## config.mk

```make
export PLATFORM = sky130hd
export DESIGN_NAME = core_parallel_to_serial_scheduler
export DESIGN_NICKNAME = d
export VERILOG_FILES = /design/src/rtl/core_p2s_sched_pkg.sv /design/src/rtl/core_round_robin_picker.sv /design/src/rtl/core_parallel_to_serial_scheduler.sv
export SDC_FILE = /design/constraint.sdc
export NUM_CORES = 1
export LEC_CHECK = 0
export CAP_MARGIN = 40
export CORE_AREA = 10 10 263 265
export CTS_CLUSTER_SIZE = 40
export DETAILED_ROUTE_END_ITERATION = 7
export DIE_AREA = 0 0 273 275
export PLACE_DENSITY = 0.44
export SLEW_MARGIN = 20
export SYNTH_ARGS = -nofsm -noshare
export SYNTH_HDL_FRONTEND = slang
export SYNTH_HIERARCHICAL = 1
export SYNTH_SLANG_ARGS = --single-unit
```

## constraint.sdc

```tcl
create_clock -name clk_i -period 6.67 [get_ports clk_i]
set_clock_uncertainty 0.2 [all_clocks]
set_input_delay 0.667 -clock clk_i [delete_from_list [all_inputs] [get_ports clk_i]]
set_output_delay 0.667 -clock clk_i [all_outputs]
set_load 0.03 [all_outputs]
```

## src/rtl/core_p2s_sched_pkg.sv

```systemverilog
`default_nettype none
// ============================================================================
// Module      : core_p2s_sched_pkg
// Description : Shared types and helpers for the parallel-to-serial scheduler.
//               Holds the scheduler state encoding and the shift-count width
//               helper used to size count ports and counters.
// Revision    : 1.0 - initial release
// ============================================================================
package core_p2s_sched_pkg;

    typedef enum logic [2:0] {
        S_IDLE  = 3'd0,
        S_LOAD  = 3'd1,
        S_START = 3'd2,
        S_SHIFT = 3'd3,
        S_DRAIN = 3'd4
    } p2s_sched_state_e;

    // A count must be able to represent LENGTH itself, hence LENGTH+1 codes.
    function automatic int count_width(input int length);
        return $clog2(length + 1);
    endfunction

endpackage
`default_nettype wire

```

## src/rtl/core_round_robin_picker.sv

```systemverilog
`default_nettype none
// ============================================================================
// Module      : core_round_robin_picker
// Description : Combinational round-robin search. Returns the first set bit
//               of req_i at or after ptr_i, wrapping modulo REQUESTERS.
// Ports       : req_i   - request vector
//               ptr_i   - starting position of the search (< REQUESTERS)
//               idx_o   - index of the selected requester
//               found_o - at least one request is set
// Revision    : 1.0 - initial release
// ============================================================================
module core_round_robin_picker #(
    parameter  int REQUESTERS = 4,
    localparam int IDX_W      = $clog2(REQUESTERS)
) (
    input  logic [REQUESTERS-1:0] req_i,
    input  logic [IDX_W-1:0]      ptr_i,
    output logic [IDX_W-1:0]      idx_o,
    output logic                  found_o
);

    // One extra bit so ptr + offset never overflows before the wrap.
    logic [IDX_W:0] w_sum;

    // Walk offsets from farthest to nearest so the nearest hit is the
    // last assignment and therefore wins.
    always_comb begin
        idx_o   = '0;
        found_o = 1'b0;
        w_sum   = '0;
        for (int off = REQUESTERS - 1; off >= 0; off--) begin
            w_sum = {1'b0, ptr_i} + (IDX_W + 1)'(off);
            if (w_sum >= (IDX_W + 1)'(REQUESTERS)) begin
                w_sum = w_sum - (IDX_W + 1)'(REQUESTERS);
            end
            if (req_i[w_sum[IDX_W-1:0]]) begin
                idx_o   = w_sum[IDX_W-1:0];
                found_o = 1'b1;
            end
        end
    end

endmodule
`default_nettype wire

```

## src/rtl/core_parallel_to_serial_scheduler.sv

```systemverilog
`default_nettype none
// ============================================================================
// Module      : core_parallel_to_serial_scheduler
// Description : Round-robin scheduler sharing one external parallel-to-serial
//               shifter among REQUESTERS burst producers. Arbitrates, muxes
//               the winner's words/count to the shifter, sequences
//               load -> run -> shift -> drain and reports completion.
// Ports       : clk_i/rst_i        - clock, async active-high reset
//               req_i/req_data_i/req_count_i - per-requester request, words, count
//               grant_o/complete_o/err_o     - one-hot per-requester pulses
//               ready_i            - downstream accepts a word
//               ser_load_o/ser_run_o/ser_en_o - shifter strobes
//               ser_data_o/ser_count_o       - muxed words and count
//               ser_done_i         - shifter finished
//               valid_o/busy_o     - word valid, burst in flight
//               assert_on_i        - enables simulation checks
// Revision    : 1.0 - initial release
// ============================================================================
module core_parallel_to_serial_scheduler
    import core_p2s_sched_pkg::*;
#(
    parameter  int BITS       = 8,
    parameter  int LENGTH     = 16,
    parameter  int REQUESTERS = 4,
    localparam int CNT_W      = count_width(LENGTH),
    localparam int IDX_W      = $clog2(REQUESTERS)
) (
    input  logic                                clk_i,
    input  logic                                rst_i,
    input  logic [REQUESTERS-1:0]               req_i,
    input  logic [REQUESTERS*LENGTH*BITS-1:0]   req_data_i,
    input  logic [REQUESTERS*CNT_W-1:0]         req_count_i,
    output logic [REQUESTERS-1:0]               grant_o,
    output logic [REQUESTERS-1:0]               complete_o,
    output logic [REQUESTERS-1:0]               err_o,
    input  logic                                ready_i,
    output logic                                ser_load_o,
    output logic                                ser_run_o,
    output logic                                ser_en_o,
    output logic [LENGTH*BITS-1:0]              ser_data_o,
    output logic [CNT_W-1:0]                    ser_count_o,
    input  logic                                ser_done_i,
    output logic                                valid_o,
    output logic                                busy_o,
    input  logic                                assert_on_i
);

    localparam int c_BURST_W = LENGTH * BITS;

    p2s_sched_state_e r_state, w_next_state;
    logic [IDX_W-1:0] r_idx, w_idx_next;
    logic [IDX_W-1:0] r_rr_ptr, w_ptr_next;
    logic [CNT_W-1:0] r_sent, w_sent_next, w_sent_inc;
    logic [IDX_W-1:0] w_pick_idx;
    logic             w_pick_found;
    logic [CNT_W-1:0] w_pick_count;
    logic             w_pick_ok;
    logic [1:0]       r_drain_wait;

    function automatic logic [IDX_W-1:0] ptr_inc(input logic [IDX_W-1:0] p);
        if (p == IDX_W'(REQUESTERS - 1)) begin
            return '0;
        end
        return p + IDX_W'(1);
    endfunction

    core_round_robin_picker #(
        .REQUESTERS (REQUESTERS)
    ) u_picker (
        .req_i   (req_i),
        .ptr_i   (r_rr_ptr),
        .idx_o   (w_pick_idx),
        .found_o (w_pick_found)
    );

    assign w_pick_count = req_count_i[int'(w_pick_idx)*CNT_W +: CNT_W];
    assign w_pick_ok    = (w_pick_count != '0) && (w_pick_count <= CNT_W'(LENGTH));

    // Select is the latched index, so it stays put from LOAD through DRAIN.
    assign ser_data_o  = req_data_i[int'(r_idx)*c_BURST_W +: c_BURST_W];
    assign ser_count_o = req_count_i[int'(r_idx)*CNT_W +: CNT_W];
    assign busy_o      = (r_state != S_IDLE);
    assign w_sent_inc  = r_sent + CNT_W'(1);

    always_ff @(posedge clk_i or posedge rst_i) begin
        if (rst_i) begin
            r_state  <= S_IDLE;
            r_idx    <= '0;
            r_rr_ptr <= '0;
            r_sent   <= '0;
        end else begin
            r_state  <= w_next_state;
            r_idx    <= w_idx_next;
            r_rr_ptr <= w_ptr_next;
            r_sent   <= w_sent_next;
        end
    end

    always_comb begin
        w_next_state = r_state;
        w_idx_next   = r_idx;
        w_ptr_next   = r_rr_ptr;
        w_sent_next  = r_sent;
        grant_o      = '0;
        complete_o   = '0;
        err_o        = '0;
        ser_load_o   = 1'b0;
        ser_run_o    = 1'b0;
        ser_en_o     = 1'b0;
        valid_o      = 1'b0;
        case (r_state)
            S_IDLE: begin
                // The state is forced to IDLE while reset is held; gating here
                // keeps the combinational acknowledges quiet during reset too.
                if (w_pick_found && !rst_i) begin
                    if (w_pick_ok) begin
                        grant_o[w_pick_idx] = 1'b1;
                        w_idx_next          = w_pick_idx;
                        w_sent_next         = '0;
                        w_next_state        = S_LOAD;
                    end else begin
                        err_o[w_pick_idx] = 1'b1;
                        w_ptr_next        = ptr_inc(w_pick_idx);
                    end
                end
            end
            S_LOAD: begin
                ser_load_o   = 1'b1;
                w_next_state = S_START;
            end
            S_START: begin
                ser_run_o    = 1'b1;
                w_next_state = S_SHIFT;
            end
            S_SHIFT: begin
                valid_o  = 1'b1;
                ser_en_o = ready_i;
                if (ready_i) begin
                    w_sent_next = w_sent_inc;
                    if (w_sent_inc == ser_count_o) begin
                        w_next_state = S_DRAIN;
                    end
                end
            end
            S_DRAIN: begin
                if (ser_done_i) begin
                    complete_o[r_idx] = 1'b1;
                    w_ptr_next        = ptr_inc(r_idx);
                    w_next_state      = S_IDLE;
                end
            end
            default: begin
                w_next_state = S_IDLE;
            end
        endcase
    end

    // Cycles spent waiting in DRAIN, saturating; only feeds the check below.
    always_ff @(posedge clk_i or posedge rst_i) begin
        if (rst_i) begin
            r_drain_wait <= '0;
        end else if (r_state == S_DRAIN) begin
            if (r_drain_wait != 2'd3) begin
                r_drain_wait <= r_drain_wait + 2'd1;
            end
        end else begin
            r_drain_wait <= '0;
        end
    end

    always @(posedge clk_i) begin
        if (!rst_i && assert_on_i) begin
            a_grant_onehot:    assert ($onehot0(grant_o));
            a_complete_onehot: assert ($onehot0(complete_o));
            a_err_onehot:      assert ($onehot0(err_o));
            a_drain_timeout:   assert (!(r_state == S_DRAIN && !ser_done_i && r_drain_wait >= 2'd2));
        end
    end

endmodule
`default_nettype wire
```

==> qor.yml <==
clock_tree:
  cts_resized: 0
  clk_latency_ns: 0.24
  ctsLongestPathBuffers: 2
  cts_tree: "built"
  htreeDepth: 1
  path_clk_slew_ns: 0.05
  ctsHoldBuffers: 0
  cts_buffers: 3
  postCtsSetupRepairBufs: 0
  cts_sinks: 12
  cts_root_buffer: "clkbuf_16"
floorplan:
  core_sq_mm: 0.0639
  die-area_sq_mm: 0.0751
  die_width_um: 273
  pin_count: 691
  dieHeight_um: 275
  num_rows: 93
  start_util: 0.0672
timing:
  setup_violations: 0
  maxSlewViolCount: 0
  period_needed_ns: 4.59
  rsz0062_at_grt: "no"
  tns_ns: 0
  fin_crit_sh: 0.688
  fmaxAchievable_mhz: 218
  holdWs_ns: 0.358
  worst_pin_slew_ns: 0.844
  slew_headroom: 0.437
  hold_violations: 0
yosys:
  synth_nets: 857
  yosys.cell_count.top_type: "mux4_2"
  synth_edf_count: 0
  synth.area.top_cells: "mux4_2 (70%), dfrtp_1 (7.0%), ha_1 (2.6%), clkbuf_1 (1.6%), nand2_1 (1.6%)"
  synth_top_area_frac: 0.698
  synth_top_family_by_area: "multiplexers"
  yosys_warnings: 6
  syn_inst: 307
  netlist_area_sq_mm: 0.00429
  ys.flop_type: "dfrtp_1"
  synth_compound_area_frac: 0.0481
  synth-async-reset-ratio: 1.00
  synth_xor_area_frac: 0.0102
  synth_area_per_cell_sq_um: 14.0
  ys_types: 41
  synth_seq_area_share: 0.0700
  synthTopCellsByCount: "mux4_2 (133), clkbuf_1 (18), nand2_1 (18)"
  ys_ff_latch: 12
  synth_area_leader_cell: "mux4_2"
  yosys.area_share.adder: 0.0262
  synth-simple-area-share: 0.0921
  muxShareOfSynthArea: 0.709
layout:
  fin_cells: 1827
  fin_area_sq_mm: 0.0123
  area_growth_pct: 186
  num-fill-cells: 6927
  fin_nets: 1521
  multiInputGateArea_sq_mm: 0.00380
  register_area_sq_um: 308
  drive_above_1_share: 0.156
critical_path:
  cp_max_fo: 10
  path_cells: "clkdlybuf4s50_1, mux2i_1, a211oi_2, inv_1, nor4b_1, nor4_4, a21oi_1, clkdlybuf4s50_1"
  timing.rr.start: "r_idx[0]"
  path_class: "primary input to output port"
  reg2reg_depth: 6
  crit_path_start_kind: "primary input"
  r2r_setup_slack_ns: 3.29
  cpMostUsedCell: "clkdlybuf4s50_1"
  cp.required_ns: 5.80
  cpLargestDelayFamily: "buffers and inverters"
  slowest_stage: "clkdlybuf4s50_1"
  max_stage_delay_ns: 0.70
  r2r_end: "r_state[0]"
  cp.arrival_ns: 3.72
  crit_buf_inv: 3
  end_kind: "output port"
pwr:
  power.internal_mw: 1.29
  power_density_mw_per_mm2: 214
  ir_drop_mv: 0.102
  p_clk_frac: 0.042
  sw_frac_of_total: 0.507
  p_leak_nw: 3.91
  pwr-share-comb: 0.891
  switchingPower_mw: 1.33
  seqPwrFrac: 0.067
hold_path:
  worstHoldPathCells: 2
  hp-start: "r_sent[4]"
  min_path_type: "flip-flop to flip-flop"
  hold_path_end: "r_sent[4]"
routing:
  drt-pass1-iter-count: 5
  vias_per_cell: 3.48
  detail-route-antenna-nets: 0
  first_iter_violations: 301
  vias: 6352
  routedWlPerCell_um: 28.1
  route.detailed.drc: 0
  finalWirelength_um: 51300
place:
  place_congestion: 0.931
  placed_area_sq_mm: 0.0122
  dp_hpwl_um: 47100
  numPortBuffers: 689
  dpl.cell_count: 1821
global_routing:
  grt_first_pass_wirelength_um: 65800
  grt_use_total: 0.126
  antenna_found_initial: 9
  grt.overflow.total: 0
  grt_max_degree: 71
  grt_pass1_vias: 7168
job:
  cap_violations: 0
outcome:
  outcome: "finished clean"
## through the flow
stage                     worst slack [ns]  total power, mW  utilization
after CTS                             2.10             2.71        0.192
final                                 2.08             2.62        0.192
after global routing                  1.80             2.79        0.192
after floorplan                       3.29             1.38            -
after global placement                2.20             2.59        0.191
after detailed placement              2.11             2.59        0.191
## metal layers
metal  part of all wire  global-route usage
met5             0.0018                   0
met4             0.0077              0.0103
met3               0.13              0.0645
met2               0.52               0.233
met1               0.34               0.130
## sequential cells by signal, indices dropped and copies added (netlist names)
name      flops
r_idx         2
r_rr_ptr      2
r_sent        5
r_state       3
## cell type report
type | instances | share of cell area
antenna | 3 | 0.000612
clock buffer | 3 | 0.00612
inverter | 11 | 0.00337
multi-input combinational | 250 | 0.310
sequential | 12 | 0.0251
tap | 855 | 0.0872
timing repair buffer | 693 | 0.568
## cells in the final DEF, fill, tap and decap left out, drive strengths merged, types with 2 or more instances in the layout
cell	n
clkbuf	3
nor3	5
xnor2	3
nor2	13
o31a	2
clkdlybuf4s50	689
xor2	2
nor4b	5
or3	2
o21ai	8
nor4	6
nand3b	2
dfrtp	12
ha	9
nand2b	3
and3	3
a21oi	6
nand3	7
a211oi	5
and2	4
buf	4
mux2i	5
nand2	19
inv	11
diode	3
mux4	133
## cells by family (layout without fill, tap and decap cells)
| kind of cell | count (synthesis) | count (layout) |
|---|---|---|
| other | 0 | 3 |
| AO/OA/AOI/OAI | 28 | 28 |
| buffers and inverters | 45 | 707 |
| adder cells (fa/ha/maj) | 9 | 9 |
| AND/OR/NAND/NOR | 70 | 70 |
| flip-flops | 12 | 12 |
| XOR/XNOR | 5 | 5 |
| multiplexers | 138 | 138 |
## power by group through the flow
| stage | clock network (mW) | logic [mW] | registers [mW] |
|---|---|---|---|
| 2_1_floorplan | 0 | 1.26 | 0.122 |
| 3_3_place_gp | 0 | 2.41 | 0.180 |
| 3_5_place_dp | 0 | 2.41 | 0.180 |
| 4_1_cts | 0.111 | 2.42 | 0.179 |
| 5_1_grt | 0.115 | 2.49 | 0.187 |
| 6_report | 0.110 | 2.34 | 0.175 |
## worst max path at each step
stage          startpoint       end  slack (ns)  cells past startpoint
2_1_floorplan    req_i[1]  err_o[0]        3.29                      7
3_3_place_gp     req_i[3]  err_o[3]        2.20                      8
3_5_place_dp     req_i[3]  err_o[0]        2.11                      8
4_1_cts          req_i[3]  err_o[0]        2.10                      8
5_1_grt          req_i[3]  err_o[3]        1.80                      8
6_report         req_i[3]  err_o[0]        2.08                      8
## worst reg2reg max path: stages (launching register included)
cell and delay [ns]:
dfrtp_4 0.84, buf_12 0.38, mux4_2 0.73, xnor2_1 0.16
or3_1 0.39, a211oi_2 0.39, a311oi_1 0.15
Power figures use the tool's default switching activity.
